File: src/rtl/reg_file_sb_pkg.sv
// Shared definitions for the RV32I integer register file and scoreboard.
package rv_pkg;

  localparam int XLEN_DEFAULT  = 32;
  localparam int NREGS_DEFAULT = 32;
  localparam int AW_DEFAULT    = $clog2(NREGS_DEFAULT);

  typedef logic [AW_DEFAULT-1:0] reg_addr_t;

  localparam reg_addr_t REG_ZERO = '0;

endpackage

File: src/rtl/reg_file_sb_scoreboard.sv
// Per-register busy tracking: issue acceptance, write-back release, flush and
// the sticky write-back-without-producer error flag.
module reg_file_sb_scoreboard
  import rv_pkg::*;
#(
  parameter int NREGS    = NREGS_DEFAULT,
  parameter int ZERO_REG = 1,
  parameter int AW       = $clog2(NREGS)
) (
  input  logic             clk,
  input  logic             rst,
  input  logic             issue_valid,
  input  logic [AW-1:0]    issue_rd,
  input  logic             wb_valid,
  input  logic [AW-1:0]    wb_rd,
  input  logic             flush,
  output logic [NREGS-1:0] busy,
  output logic             issue_ready,
  output logic             wb_err
);

  localparam bit ZERO_EN = (ZERO_REG != 0);

  logic [NREGS-1:0] busy_d, busy_q;
  logic             wb_err_d, wb_err_q;
  logic             issue_ready_s;
  logic             wb_hard_zero_s;

  // Issue acceptance: a write-back to the same register this cycle frees the slot.
  always_comb begin
    issue_ready_s = 1'b1;
    if (issue_valid && busy_q[issue_rd] && !(wb_valid && (wb_rd == issue_rd))) begin
      issue_ready_s = 1'b0;
    end else begin
      issue_ready_s = 1'b1;
    end
  end

  // Busy-vector next state: flush beats issue, issue beats write-back.
  always_comb begin
    busy_d = busy_q;
    for (int r = 0; r < NREGS; r++) begin
      if (flush) begin
        busy_d[r] = 1'b0;
      end else if (issue_valid && issue_ready_s && (issue_rd == AW'(r))) begin
        busy_d[r] = 1'b1;
      end else if (wb_valid && (wb_rd == AW'(r))) begin
        busy_d[r] = 1'b0;
      end else begin
        busy_d[r] = busy_q[r];
      end
    end
    if (ZERO_EN) begin
      busy_d[0] = 1'b0;
    end else begin
      busy_d[0] = busy_d[0];
    end
  end

  // Sticky error: write-back with no outstanding producer (x0 excluded when hardwired).
  always_comb begin
    wb_hard_zero_s = ZERO_EN && (wb_rd == AW'(REG_ZERO));
    if (wb_valid && !busy_q[wb_rd] && !wb_hard_zero_s) begin
      wb_err_d = 1'b1;
    end else begin
      wb_err_d = wb_err_q;
    end
  end

  // State registers.
  always_ff @(posedge clk or negedge rst) begin
    if (!rst) begin
      busy_q   <= '0;
      wb_err_q <= 1'b0;
    end else begin
      busy_q   <= busy_d;
      wb_err_q <= wb_err_d;
    end
  end

  assign busy        = busy_q;
  assign issue_ready = issue_ready_s;
  assign wb_err      = wb_err_q;

endmodule

File: src/rtl/reg_file_sb.sv
// Integer register file with combinational read ports, optional write-back
// bypass and an integrated busy-bit scoreboard for hazard detection.
module reg_file_sb
  import rv_pkg::*;
#(
  parameter int XLEN     = XLEN_DEFAULT,
  parameter int NREGS    = NREGS_DEFAULT,
  parameter int NREAD    = 2,
  parameter int BYPASS   = 1,
  parameter int ZERO_REG = 1,
  parameter int AW       = $clog2(NREGS)
) (
  input  logic                  clk,
  input  logic                  rst,
  input  logic [NREAD*AW-1:0]   rd_addr,
  output logic [NREAD*XLEN-1:0] rd_data,
  output logic [NREAD-1:0]      rd_busy,
  input  logic                  issue_valid,
  input  logic [AW-1:0]         issue_rd,
  output logic                  issue_ready,
  input  logic                  wb_valid,
  input  logic [AW-1:0]         wb_rd,
  input  logic [XLEN-1:0]       wb_data,
  input  logic                  flush,
  output logic                  wb_err
);

  localparam bit ZERO_EN   = (ZERO_REG != 0);
  localparam bit BYPASS_EN = (BYPASS != 0);

  logic [XLEN-1:0]  mem_d [NREGS];
  logic [XLEN-1:0]  mem_q [NREGS];
  logic [NREGS-1:0] busy_vec_s;

  reg_file_sb_scoreboard #(
    .NREGS   (NREGS),
    .ZERO_REG(ZERO_REG),
    .AW      (AW)
  ) u_scoreboard (
    .clk        (clk),
    .rst        (rst),
    .issue_valid(issue_valid),
    .issue_rd   (issue_rd),
    .wb_valid   (wb_valid),
    .wb_rd      (wb_rd),
    .flush      (flush),
    .busy       (busy_vec_s),
    .issue_ready(issue_ready),
    .wb_err     (wb_err)
  );

  // Array write: busy state does not gate the write, only a hardwired x0 does.
  always_comb begin
    mem_d = mem_q;
    if (wb_valid && !(ZERO_EN && (wb_rd == AW'(REG_ZERO)))) begin
      mem_d[wb_rd] = wb_data;
    end else begin
      mem_d = mem_q;
    end
  end

  // Data array.
  always_ff @(posedge clk or negedge rst) begin
    if (!rst) begin
      for (int r = 0; r < NREGS; r++) begin
        mem_q[r] <= '0;
      end
    end else begin
      mem_q <= mem_d;
    end
  end

  for (genvar i = 0; i < NREAD; i++) begin : g_rd
    logic [AW-1:0]   addr_s;
    logic [XLEN-1:0] data_s;
    logic            busy_s;

    assign addr_s = rd_addr[i*AW +: AW];

    // Read mux: hardwired zero, then same-cycle bypass, then the array.
    always_comb begin
      data_s = mem_q[addr_s];
      busy_s = busy_vec_s[addr_s];
      if (ZERO_EN && (addr_s == AW'(REG_ZERO))) begin
        data_s = '0;
        busy_s = 1'b0;
      end else if (BYPASS_EN && wb_valid && (wb_rd == addr_s)) begin
        data_s = wb_data;
        busy_s = 1'b0;
      end else begin
        data_s = mem_q[addr_s];
        busy_s = busy_vec_s[addr_s];
      end
    end

    assign rd_data[i*XLEN +: XLEN] = data_s;
    assign rd_busy[i]              = busy_s;
  end

endmodule

File: config.mk
export PLATFORM = sky130hd
export DESIGN_NAME = reg_file_sb
export DESIGN_NICKNAME = d
export VERILOG_FILES = /design/src/rtl/reg_file_sb_pkg.sv /design/src/rtl/reg_file_sb_scoreboard.sv /design/src/rtl/reg_file_sb.sv
export SDC_FILE = /design/constraint.sdc
export NUM_CORES = 2
export LEC_CHECK = 0
export CAP_MARGIN = 40
export CORE_MARGIN = 2
export CORE_UTILIZATION = 24
export DETAILED_ROUTE_END_ITERATION = 12
export PLACE_DENSITY = 0.4
export SLEW_MARGIN = 20
export SYNTH_ARGS = -nofsm -noshare
export SYNTH_HDL_FRONTEND = slang
export SYNTH_SLANG_ARGS = --single-unit
export TNS_END_PERCENT = 30
File: constraint.sdc
create_clock -name clk -period 4.15 [get_ports clk]
set_clock_uncertainty 0.05 [all_clocks]
set_input_delay 0.83 -clock clk [delete_from_list [all_inputs] [get_ports clk]]
set_output_delay 0.83 -clock clk [all_outputs]
set_load 0.01 [all_outputs]
**Word-level counts from Yosys, hierarchy flattened**

Cells that the tools add are included.

- Input bits: 57
- Register bits: 1,056
- Word-level logic and storage cells: 368
- Output and inout bits: 68

- $lt $le $gt $ge: 8
- Reduce and logical (&&, ||, !) cells: 109
- Bitwise logic cells: 3
- Multiplexer cells: 119
- Equal/unequal tests: 65

Operator list:

| cell | number |
|---|---|
| 1024-bit bitwise mux | 1 |
| 32-bit binary-select mux with 5-bit select | 2 |
| 32-bit two-way mux | 9 |
| 32-bit demux with 5-bit select | 1 |
| 5-bit == test (second input constant) | 32 |
| 1-bit two-way mux | 102 |
| 3-bit nonzero test | 31 |
| 5-bit by 4-bit == test with 1-bit output (second input constant) | 16 |
| 1-bit logical AND | 72 |
| 5-bit by 3-bit == test with 1-bit output (second input constant) | 8 |
| 5-bit by 6-bit < comparator with 1-bit output (second input constant) | 4 |
| 1-bit binary-select mux with 5-bit select | 4 |
| 5-bit by 2-bit == test with 1-bit output (second input constant) | 4 |
| 6-bit >= comparator (second input constant) | 3 |
| 5-bit inverter with 6-bit output | 3 |
| 5-bit == test | 3 |
| 5-bit logical NOT | 3 |
| 5-bit by 1-bit == test with 1-bit output (second input constant) | 2 |
| 6-bit by 1-bit < comparator with 1-bit output (second input constant) | 1 |
| 1-bit logical NOT | 3 |

**Logic depth before layout (Yosys ltp)**

- Word-level depth: 9
- Depth in mapped cells: 9

**Hierarchy**

From an unflattened synthesis, not the netlist that was laid out.

- Cell total of the unflattened synthesis: 3,954
- Area, all modules: 57,478.9 sq um

By module, submodules not included:

| module | area each (sq um) | cells each | times used |
|---|---|---|---|
| reg_file_sb | 55,157.9 | 3,695 | 1 |
| reg_file_sb_scoreboard | 2,321.0 | 259 | 1 |

**Worst setup path after synthesis**

Ideal clock, no wire load.

- Path type: input to output
- Start point: input port rd_addr[5]
- End point: output port rd_data[61]
- Arrival: 2.582 ns
- Stages on the path: 7
- Buffers on the path: 3
- Setup slack: 0.688 ns
- Required time: 3.270 ns
- Cell sequence: buf_2 > buf_2 > buf_2 > mux4_2 > o22ai_1 > nand2_1 > a32o_1

- Cells in the longest elaborated chain, start to end: 6

RTL lines:

| element | RTL line | source |
|---|---|---|
| start, declared | reg_file_sb.sv:15 | `input logic [NREAD*AW-1:0] rd_addr,` |
| 5-bit inverter with 6-bit output (implied by the code) | reg_file_sb.sv:91 | `data_s = mem_q[addr_s];` |
| 32-bit binary-select mux with 5-bit select | reg_file_sb.sv:91 |  |
| 32-bit two-way mux (implied by the code) (2 in a row) | reg_file_sb.sv:91 |  |
| 32-bit two-way mux | reg_file_sb.sv:87 | `end else if (BYPASS_EN && wb_valid && (wb_rd == addr_s)) begin` |
| 32-bit two-way mux * | reg_file_sb.sv:84 | `if (ZERO_EN && (addr_s == AW'(REG_ZERO))) begin` |
| end, declared | reg_file_sb.sv:16 | `output logic [NREAD*XLEN-1:0] rd_data,` |

Mark *: on every way between the ends. The rest lies on a longest branch, timed or not. The select of a mux whose other input is x is not followed.

**Worst setup path in the final report**

- Start point: input port rd_addr[5]
- End point: output port rd_data[47]

Same word-level chain as after synthesis.

==> flow_metrics.py <==
metrics = {
    "routing": {
        "routed_wl_mm": 218,
        "dr_wl_met3_mm": 8.14,
        "post-route-drc-count": 0,
        "dr.max_layer_used": "met4",
        "detail_route.vias_per_cell": 5.08,
        "dr.pass1.iters": 5,
        "wl_met2_mm": 101,
        "via_count": 37032,
        "wl_met1_mm": 104,
        "drt_iter0_drc": 2450,
        "antenna_left": 0,
        "routedWlPerCell_um": 29.9,
    },
    "sta": {
        "maxSlewViolCount": 0,
        "finalSetupViolCount": 0,
        "finalCritPeriodShare": 0.990,
        "tightest_slew_ps": 770,
        "finalCriticalPeriod_ps": 4110,
        "fmax_mhz": 243,
        "fin_hold_ws_ps": 341,
        "rsz0062_at_grt": "true",
        "hold_viol_final": 0,
        "maxSlewHeadroom": 0.487,
    },
    "clock_network": {
        "cts_buffers": 134,
        "clk_pin_slew_ps": 50,
        "clock_latency_ps": 790,
        "cts_tree": "yes",
        "cts_sinks": 1056,
        "clockBufferDepth": 3,
        "root_buffer": "clkbuf_16",
        "htree_levels": 4,
    },
    "power_and_ir_drop": {
        "seq_power_share": 0.421,
        "comb_power_share": 0.212,
        "finalPower_mw": 32.2,
        "p_int_mw": 23.2,
        "power.share.clock": 0.367,
        "swShare": 0.279,
        "switching_power_mw": 8.96,
        "power.leakage_nw": 29.8,
        "powerDensity_nw_per_um2": 456,
        "peakVddDrop_uv": 264,
    },
    "synth": {
        "synthesis.area_um2": 56900,
        "yosys-top-cells-area": "dfrtp_1 (46%), mux4_2 (21%), mux2_2 (19%), mux2i_1 (2.0%), clkbuf_1 (1.5%)",
        "synthArstFlopShare": 1.00,
        "synth_cells": 3755,
        "synth_edf_count": 0,
        "yosys_warnings": 0,
        "synth_top_area_frac": 0.464,
        "syn_avg_cell_area_um2": 15.2,
        "ys_seq_area_frac": 0.464,
        "ys_types": 59,
        "synthesis.nets": 3812,
        "synth_top_cell_by_area": "dfrtp_1",
        "synthFlopType": "dfrtp_1",
        "ys_ff_latch": 1056,
    },
    "setup_path": {
        "worst-path-buf-inv": 4,
        "cp_data_required_time_ps": 3270,
        "cp-end-kind": "output pin",
        "critPathArrivalTime_ps": 3230,
        "cp_max_fo": 16,
        "critical-path-top-delay-family": "buffers and inverters",
        "cp_cell_sequence": "buf_16 > buf_16 > buf_4 > mux4_2 > a22oi_1 > nand3_1 > a32o_1 > a21o_1 > clkdlybuf4s50_1",
        "cp_slowest_cell": "mux4_2",
        "crit_top_cell": "buf_16",
        "worstSetupPathType": "input pin to output pin",
        "critical-path-max-stage-delay_ps": 510,
        "cp-start-kind": "input pin",
    },
    "floorplan": {
        "die_area_um2": 241000,
        "row_count": 178,
        "pin_count": 125,
        "die_w_um": 491,
        "start_util": 0.242,
        "dieHeight_um": 491,
        "design.core.area_um2": 235000,
    },
    "placed_design": {
        "port_buffers": 124,
        "dp.cells": 7046,
        "hpwl_mm": 143,
        "gp_congestion": 0.775,
    },
    "cells_and_area": {
        "layout_commonest_cell": "dfrtp_1",
        "ff_latch_area_um2": 26400,
        "multiInputGateArea_um2": 28900,
        "drive_gt1_frac": 0.558,
        "nFillCells": 23458,
        "fin_cells": 7296,
        "synthToLayoutAreaGrowth_pct": 24.0,
        "final_nets": 4103,
        "layout_common_cells": "dfrtp_1 (1056), mux2_2 (982), mux4_2 (543), buf_4 (317), buf_12 (143)",
    },
    "global_routing": {
        "grt_pass1_wl_mm": 313,
        "grt_overflow": 0,
        "antenna_found_initial": 4,
        "grt_pass1_vias": 39342,
        "grt_max_degree": 101,
        "track_usage": 0.180,
    },
    "flow_run": {
        "cap_viol_max_count": 0,
    },
    "outcome": {
        "status": "finished, final reports clean",
    },
    "worst_hold_path": {
        "hold_class": "flop to flop",
    },
}
-- power by group through the flow --
stage	Clock (mW)	Combinational, mW	Sequential, mW
floorplan	0	4.66	13.2
global placement	0	6.82	13.6
detailed placement	0	6.88	13.7
CTS	12.2	6.90	13.5
global route	12.6	7.28	13.8
finish	11.8	6.80	13.5
-- cell usage after synthesis (8+ instances only) --
| master | count |
|---|---|
| xor2_1 | 8 |
| clkbuf_1 | 224 |
| nand2b_1 | 19 |
| a22oi_1 | 68 |
| o221a_2 | 9 |
| o41ai_1 | 9 |
| o22ai_1 | 91 |
| nor2b_1 | 20 |
| buf_4 | 17 |
| buf_2 | 153 |
| mux4_2 | 543 |
| inv_1 | 12 |
| o32ai_1 | 13 |
| dfrtp_1 | 1056 |
| nor2_1 | 60 |
| a211oi_1 | 16 |
| buf_1 | 49 |
| nand3b_1 | 18 |
| nand2_1 | 68 |
| a32o_1 | 55 |
| mux2i_1 | 111 |
| nand3_1 | 31 |
| mux2_1 | 17 |
| mux2_2 | 982 |
-- sequential cells by signal, indices dropped and copies added, names as in the netlist --
| name | count |
|---|---|
| u_scoreboard.wb_err | 1 |
| u_scoreboard.busy | 31 |
| mem_q | 1024 |
-- final timing paths --
| kind | from | end | slack (ps) | cells after the start |
|---|---|---|---|---|
| max | rd_addr[5] | rd_data[47] | 40 | 9 |
| min | mem_q[1020]$_DFFE_PN0P_ | mem_q[1020]$_DFFE_PN0P_ | 340 | 0 |
| max reg2reg | u_scoreboard.busy[18]$_DFFE_PN0P_ | u_scoreboard.busy[19]$_DFFE_PN0P_ | 2120 | 6 |
| min reg2reg | mem_q[1020]$_DFFE_PN0P_ | mem_q[1020]$_DFFE_PN0P_ | 340 | 0 |
| max in group asynchronous | rst | mem_q[864]$_DFFE_PN0P_ | 2310 | 3 |
| min in group asynchronous | rst | mem_q[790]$_DFFE_PN0P_ | 580 | 2 |
-- per-stage QoR --
step,util,setup TNS [ps],setup slack [ps],area [µm²]
2_1_floorplan,-,0,688,56900
4_1_cts,0.299,-433,-106,70500
6_report,0.300,0,39.4,70600
3_3_place_gp,0.279,-45040,-861,65700
3_5_place_dp,0.280,-40380,-767,65800
5_1_grt,0.300,-296,-71.7,70600
-- logic make-up after synthesis --
family	Yosys count	synth area share
flops	1056	0.464
simple gates	259	0.0233
compound gates	315	0.0429
buf+inv	457	0.0348
mux	1653	0.432
xor+xnor	15	0.00231
-- area by class of cell --
class                   instances  share of cell area
well taps                    3150              0.0559
clock buffers                 196              0.0554
clock inverters                39             0.00674
inverters                      13            0.000692
multi-input cells            2242               0.410
flip-flops and latches       1056               0.375
repair buffers                599              0.0967
diodes                          1           0.0000355
-- timing repair --
| action | 4_1_cts | 5_1_grt |
|---|---|---|
| buffers inserted | 10 | 2 |
| hold buffers | 1 | 0 |
| cloned | 1 | 0 |
| endpoints found under the setup margin | 67 | 35 |
| gates resized for setup | 121 | 28 |
| endpoints found under the hold margin | 13 | 0 |
| pin swaps | 9 | 5 |
-- routing by layer --
| layer | vias to the layer above | GRT usage |
|---|---|---|
| met5 | - | 0 |
| met4 | 0 | 0.0469 |
| li1 | 15317 | - |
| met2 | 809 | 0.283 |
| met3 | 244 | 0.0245 |
| met1 | 20662 | 0.259 |
Note: power is estimated with default switching activity, not from simulation.
